[src/rtl/mem_wb_stage.sv]
// mem_wb_stage
//
// MEM pipeline stage fused with the MEM/WB pipeline register. A load or store
// arriving from EX/MEM runs a multi-cycle req/ack transaction on the data
// memory port. While it is in flight, stall_o freezes everything upstream.
// The writeback bundle for WB is registered here and updates every cycle.
//
// Optional feature, selected by the MEM_TIMEOUT_EN macro:
//   defined   - BUSY aborts after TIMEOUT_CYCLES cycles without an ack. The
//               aborted instruction is written back with regwrite_o=0,
//               memdata_o=32'hDEADBEEF and timeout_o=1.
//   undefined - BUSY waits for ack indefinitely and timeout_o is tied to 0.
//               The TIMEOUT_CYCLES parameter does not exist in this build.
//
// Parameters:
//   TIMEOUT_CYCLES  BUSY cycle limit (MEM_TIMEOUT_EN builds only)
//   ALIGN_CHECK     1: word-misaligned accesses trap (misalign_o)
//                   0: addr[1:0] is forced to 0 and the access proceeds
//
// Ports:
//   clk_i, rst_i          clock (rising edge), synchronous active-high reset
//   memtoreg_i .. RD_i    EX/MEM register outputs (control, ALU result, store data, rd)
//   mem_req_o .. mem_wdata_o, mem_ack_i, mem_rdata_i
//                         data memory handshake; req is held until ack
//   stall_o               combinational stall to PC/IF/ID/EX/MEM
//   memtoreg_o .. RD_o    registered writeback bundle for WB
//   misalign_o, timeout_o one-cycle flags aligned with the WB bundle
module mem_wb_stage #(
`ifdef MEM_TIMEOUT_EN
  parameter int unsigned TIMEOUT_CYCLES = 64,
`endif
  parameter bit          ALIGN_CHECK    = 1'b1
) (
  input  logic        clk_i,
  input  logic        rst_i,
  input  logic        memtoreg_i,
  input  logic        regwrite_i,
  input  logic        memwrite_i,
  input  logic        memread_i,
  input  logic [31:0] result_i,
  input  logic [31:0] data_i,
  input  logic [4:0]  RD_i,
  input  logic        mem_ack_i,
  input  logic [31:0] mem_rdata_i,
  output logic        mem_req_o,
  output logic        mem_we_o,
  output logic [31:0] mem_addr_o,
  output logic [31:0] mem_wdata_o,
  output logic        stall_o,
  output logic        memtoreg_o,
  output logic        regwrite_o,
  output logic [31:0] memdata_o,
  output logic [31:0] result_o,
  output logic [4:0]  RD_o,
  output logic        misalign_o,
  output logic        timeout_o
);

  typedef enum logic [1:0] {
    IDLE,
    BUSY,
    DONE
  } state_t;

  state_t      state;
  logic [31:0] rdata_q;
  logic        acc;
  logic        misaligned;
  logic        start;

  // A store wins when both memread_i and memwrite_i are set, because mem_we_o
  // is taken from memwrite_i alone.
  assign acc        = memread_i | memwrite_i;
  assign misaligned = ALIGN_CHECK && (result_i[1:0] != 2'b00);
  assign start      = (state == IDLE) && acc && !misaligned;

  // Stall covers the issue cycle and every BUSY cycle. DONE does not stall,
  // so the upstream register advances right after WB captures the result.
  assign stall_o = start || (state == BUSY);

`ifdef MEM_TIMEOUT_EN
  localparam int unsigned CntW = ($clog2(TIMEOUT_CYCLES + 1) > 8) ?
                                 $clog2(TIMEOUT_CYCLES + 1) : 8;

  logic [CntW-1:0] busy_cnt;
  logic            timed_out;
  logic            timeout_q;

  assign timeout_o = timeout_q;
`else
  assign timeout_o = 1'b0;
`endif

  // Single FSM block that also owns the memory request registers and the
  // MEM/WB bundle. Each cycle starts from a bubble with the one-cycle flags
  // low. Each state then overrides only the fields it actually loads.
  always_ff @(posedge clk_i) begin
    if (rst_i) begin
      state       <= IDLE;
      rdata_q     <= '0;
      mem_req_o   <= 1'b0;
      mem_we_o    <= 1'b0;
      mem_addr_o  <= '0;
      mem_wdata_o <= '0;
      memtoreg_o  <= 1'b0;
      regwrite_o  <= 1'b0;
      memdata_o   <= '0;
      result_o    <= '0;
      RD_o        <= '0;
      misalign_o  <= 1'b0;
`ifdef MEM_TIMEOUT_EN
      busy_cnt    <= '0;
      timed_out   <= 1'b0;
      timeout_q   <= 1'b0;
`endif
    end else begin
      memtoreg_o <= 1'b0;
      regwrite_o <= 1'b0;
      memdata_o  <= '0;
      result_o   <= '0;
      RD_o       <= '0;
      misalign_o <= 1'b0;
`ifdef MEM_TIMEOUT_EN
      timeout_q  <= 1'b0;
`endif
      unique case (state)
        IDLE: begin
          if (!acc) begin
            memtoreg_o <= memtoreg_i;
            regwrite_o <= regwrite_i;
            result_o   <= result_i;
            RD_o       <= RD_i;
          end else if (misaligned) begin
            // The trapped access retires here without a writeback.
            memtoreg_o <= memtoreg_i;
            result_o   <= result_i;
            RD_o       <= RD_i;
            misalign_o <= 1'b1;
          end else begin
            mem_req_o   <= 1'b1;
            mem_we_o    <= memwrite_i;
            mem_addr_o  <= {result_i[31:2], 2'b00};
            mem_wdata_o <= data_i;
            state       <= BUSY;
`ifdef MEM_TIMEOUT_EN
            busy_cnt    <= '0;
            timed_out   <= 1'b0;
`endif
          end
        end
        BUSY: begin
          if (mem_ack_i) begin
            rdata_q   <= mem_we_o ? 32'h0 : mem_rdata_i;
            mem_req_o <= 1'b0;
            state     <= DONE;
          end
`ifdef MEM_TIMEOUT_EN
          else if (busy_cnt == CntW'(TIMEOUT_CYCLES - 1)) begin
            mem_req_o <= 1'b0;
            timed_out <= 1'b1;
            state     <= DONE;
          end else begin
            busy_cnt <= busy_cnt + 1'b1;
          end
`endif
        end
        DONE: begin
          // Upstream still holds the same instruction. Capture it once and
          // return to IDLE without issuing it again.
          memtoreg_o <= memtoreg_i;
          regwrite_o <= regwrite_i;
          memdata_o  <= rdata_q;
          result_o   <= result_i;
          RD_o       <= RD_i;
`ifdef MEM_TIMEOUT_EN
          if (timed_out) begin
            memdata_o  <= 32'hDEADBEEF;
            regwrite_o <= 1'b0;
            timeout_q  <= 1'b1;
            timed_out  <= 1'b0;
          end
`endif
          state <= IDLE;
        end
        default: state <= IDLE;
      endcase
    end
  end

endmodule

[config.mk]
export PLATFORM = sky130hd
export DESIGN_NAME = mem_wb_stage
export DESIGN_NICKNAME = d
export VERILOG_FILES = /design/src/rtl/mem_wb_stage.sv
export SDC_FILE = /design/constraint.sdc
export NUM_CORES = 1
export LEC_CHECK = 0
export BUFFER_PORTS_ARGS = -buffer_cell sky130_fd_sc_hd__buf_4
export CAP_MARGIN = 40
export CELL_PAD_IN_SITES_DETAIL_PLACEMENT = 1
export CELL_PAD_IN_SITES_GLOBAL_PLACEMENT = 2
export CORE_MARGIN = 8
export CORE_UTILIZATION = 30
export CTS_BUF_LIST = sky130_fd_sc_hd__clkbuf_8
export DETAILED_ROUTE_END_ITERATION = 8
export PLACE_DENSITY = 0.89
export SLEW_MARGIN = 15
export SYNTH_ARGS = -nofsm -noshare
export SYNTH_HDL_FRONTEND = slang
export SYNTH_SLANG_ARGS = --single-unit
[constraint.sdc]
create_clock -name clk_i -period 2 [get_ports clk_i]
set_clock_uncertainty 0.05 [all_clocks]
set_input_delay 0.2 -clock clk_i [delete_from_list [all_inputs] [get_ports clk_i]]
set_output_delay 0.2 -clock clk_i [all_outputs]
set_load 0.01 [all_outputs]
==> summary.md <==
| Metric | Value |
|---|---|
| Initial Util | `30.5%` |
| H-tree depth | `4` |
| First-pass GRT wire length | `33,100 µm` |
| Crit path buf inv count | `1` |
| Post-DP HPWL | `13,600 µm` |
| Post-layout min period | `1730 ps` |
| Pre-antenna DRT Iters | `4` |
| Syn Inst Count | `517` |
| Top Ports | `248` |
| Placeable core area | `0.0193 mm²` |
| Setup Total Neg Slack | `0 ps` |
| Avg WL per Cell | `19.0 µm` |
| Data required, critical path | `1750 ps` |
| Crit share post-route | `86.3%` |
| Most common cell after layout, fill and taps aside | `buf_4` |
| Num rows | `51` |
| #FFs+latches synth | `170` |
| Antenna violations before repair | `0` |
| Post-synthesis simple-gate area fraction | `22.0%` |
| Clock root cell | `clkbuf_8` |
| Final setup vio count | `0` |
| Die H | `156 µm` |
| PortBufs | `244` |
| CTS-repair resized insts | `0` |
| Max Freq | `579 MHz` |
| TritonCTS Buffers | `17` |
| Largest net degree at the start of global routing | `80` |
| Post-Synth Adder-Cell Area | `0%` |
| Status | `finished, final reports clean` |
| Final Cell Area | `0.00944 mm²` |
| Die width | `156 µm` |
| Least-Margin Pin Slew | `605 ps` |
| Crit path max fanout | `5` |
| Detailed Route WL | `21,600 µm` |
| Largest family of logic cells by synthesized area | `simple AND/OR/NAND/NOR gates` |
| Clock slew at reported path FFs | `90 ps` |
| Hold Path Class | `primary input to flip-flop` |
| Gr ovfl total | `0` |
| Vias | `5,046` |
| Hold WS | `91.8 ps` |
| Maxcap violations | `0` |
| Nets | `967` |
| Crit path launch type | `flip-flop` |
| RSZ-0062 raised after global routing | `false` |
| Placed cell areas | `0.00795 mm²` |
| Critical Path Sink Type | `primary output` |
| Seq/Total Area, Yosys | `57.8%` |
| Maximum VDD drop | `0.000344 V` |
| Slew HR | `59.7%` |
| GRT Resource Usage Total | `17.5%` |
| Clk Latency, worst-skew pair | `450 ps` |
| Slowest Stage Delay on Critical Path | `360 ps` |
| Vias in the first global route | `5,767` |
| DR DRC count | `0` |
| CTS max path bufs | `2` |
| Mux share of post-synthesis cell area | `10.7%` |
| Mean post-synth cell area | `11.4 µm²` |
| CTS tree | `done` |
| Setup CP Type | `flip-flop to primary output` |
| Power per cell area | `753 mW/mm²` |
| Final Hold Fails | `0` |
| Arrival time at the worst endpoint | `1480 ps` |
| Vias per std cell | `4.43` |
| Synthesized cell area | `0.00589 mm²` |
| Number of distinct library cells after synthesis | `24` |
| CTS sink cnt | `170` |
| Fin. max-slew vios | `0` |
| CP top delay family | `compound AO/OA/AOI/OAI gates` |
| Die Area | `0.0244 mm²` |
| Routed Antenna Nets | `0` |
| Gpl congestion | `0.751` |
| Area Overhead vs Synth | `60.3%` |
| Cell Chain, Critical Path | `o21bai_4 -> o31ai_1 -> buf_4` |
| Yosys warning count | `0` |
| Most frequent cells in the layout | `252 x buf_4, 170 x dfxtp_1, 127 x nand2b_1, 107 x dlygate4sd3_1, 63 x mux2i_1` |
| Xor/xnor cell area share of the yosys netlist | `0%` |
| Initial DRC count | `167` |
| Complex-gate fraction of the synthesized area | `5.86%` |
| Static leakage | `0.00422 µW` |
| Slowest cell on crit path | `dfxtp_1` |
| Share of cells above drive strength 1 | `33.5%` |
-- through the flow --
stage / total power (µW) / cells / utilization [%] / setup WS [ps]
floorplan: 3990 / 519 / - / 599
global placement: 4410 / 998 / 41.1 / 462
detailed placement: 4440 / 998 / 41.1 / 371
CTS: 7170 / 1137 / 48.8 / 265
global route: 7440 / 1137 / 48.8 / 197
finish: 7110 / 1138 / 48.8 / 274
-- path summary, 6_finish.rpt --
kind | slack [ps] | end | start | cells after the start
max | 270 | stall_o | state[1]$_SDFFE_PP0P_ | 3
min | 90 | state[0]$_SDFFE_PP0P_ | mem_ack_i | 3
max reg2reg | 350 | mem_addr_o[28]$_SDFFE_PP0P_ | state[1]$_SDFFE_PP0P_ | 4
min reg2reg | 430 | mem_addr_o[22]$_SDFFE_PP0P_ | mem_addr_o[22]$_SDFFE_PP0P_ | 2
-- what timing repair did --
item	CTS	global route
hold buffers	107	0
setup buffers	0	0
endpoints found under the hold margin	136	0
-- flip-flops by register name, indices dropped and copies added (netlist names), 2 cells and up --
| signal | count |
|---|---|
| RD_o | 5 |
| mem_addr_o | 30 |
| mem_wdata_o | 32 |
| memdata_o | 32 |
| rdata_q | 32 |
| result_o | 32 |
| state | 2 |
-- synthesized netlist by cell type --
master | count | area share, %
conb_1 | 1 | 0.064
buf_2 | 8 | 0.68
o21ba_2 | 1 | 0.17
o31ai_1 | 1 | 0.13
dfxtp_1 | 170 | 58
o21ai_0 | 1 | 0.085
nor3b_1 | 1 | 0.13
nor2_1 | 3 | 0.19
clkbuf_1 | 19 | 1.2
and2_1 | 38 | 4.0
and3_1 | 33 | 3.5
nor4_2 | 1 | 0.21
a22o_1 | 32 | 4.8
buf_6 | 4 | 0.76
inv_1 | 1 | 0.064
a31oi_1 | 1 | 0.11
mux2i_1 | 63 | 11
o21a_1 | 1 | 0.13
clkbuf_2 | 3 | 0.25
o31a_2 | 1 | 0.17
o21bai_4 | 1 | 0.32
nor4b_4 | 1 | 0.40
nand2b_1 | 127 | 13
buf_4 | 5 | 0.64
-- final cells by class --
type                    count  area [µm²]
fillers                  2085        9900
well taps                 265         332
inverters                   1        3.75
diodes                      1        2.50
flip-flops and latches    170        3400
repair buffers            360        2980
clock inverters            15         181
multi-input cells         309        2300
clock buffers              17         234
-- cell families after synthesis --
kind of cell    count (synthesis)
buf+inv                        40
other cells                     1
compound gates                 39
flops                         170
mux                            63
simple gates                  204
-- per-layer routing --
metal / GRT usage (%) / wire, µm / up-vias
met5: 0 / 0 / -
met4: 7.00 / 543 / 0
met3: 6.29 / 1830 / 35
met2: 30.9 / 11000 / 188
met1: 18.7 / 8240 / 2428
li1: - / - / 2395
-- worst register-to-register path, cell delays in order (launching register included) --
cell	delay [ps]
dfxtp_1	360
o21bai_4	210
nor4_4	230
buf_4	450
mux2i_1	270
-- power by group --
group | internal, µW | switching, µW
Combinational | 561 | 404
Sequential | 3510 | 66.8
Clock | 1160 | 1400
Total | 5230 | 1870
Note: power is estimated with default switching activity, not from simulation.
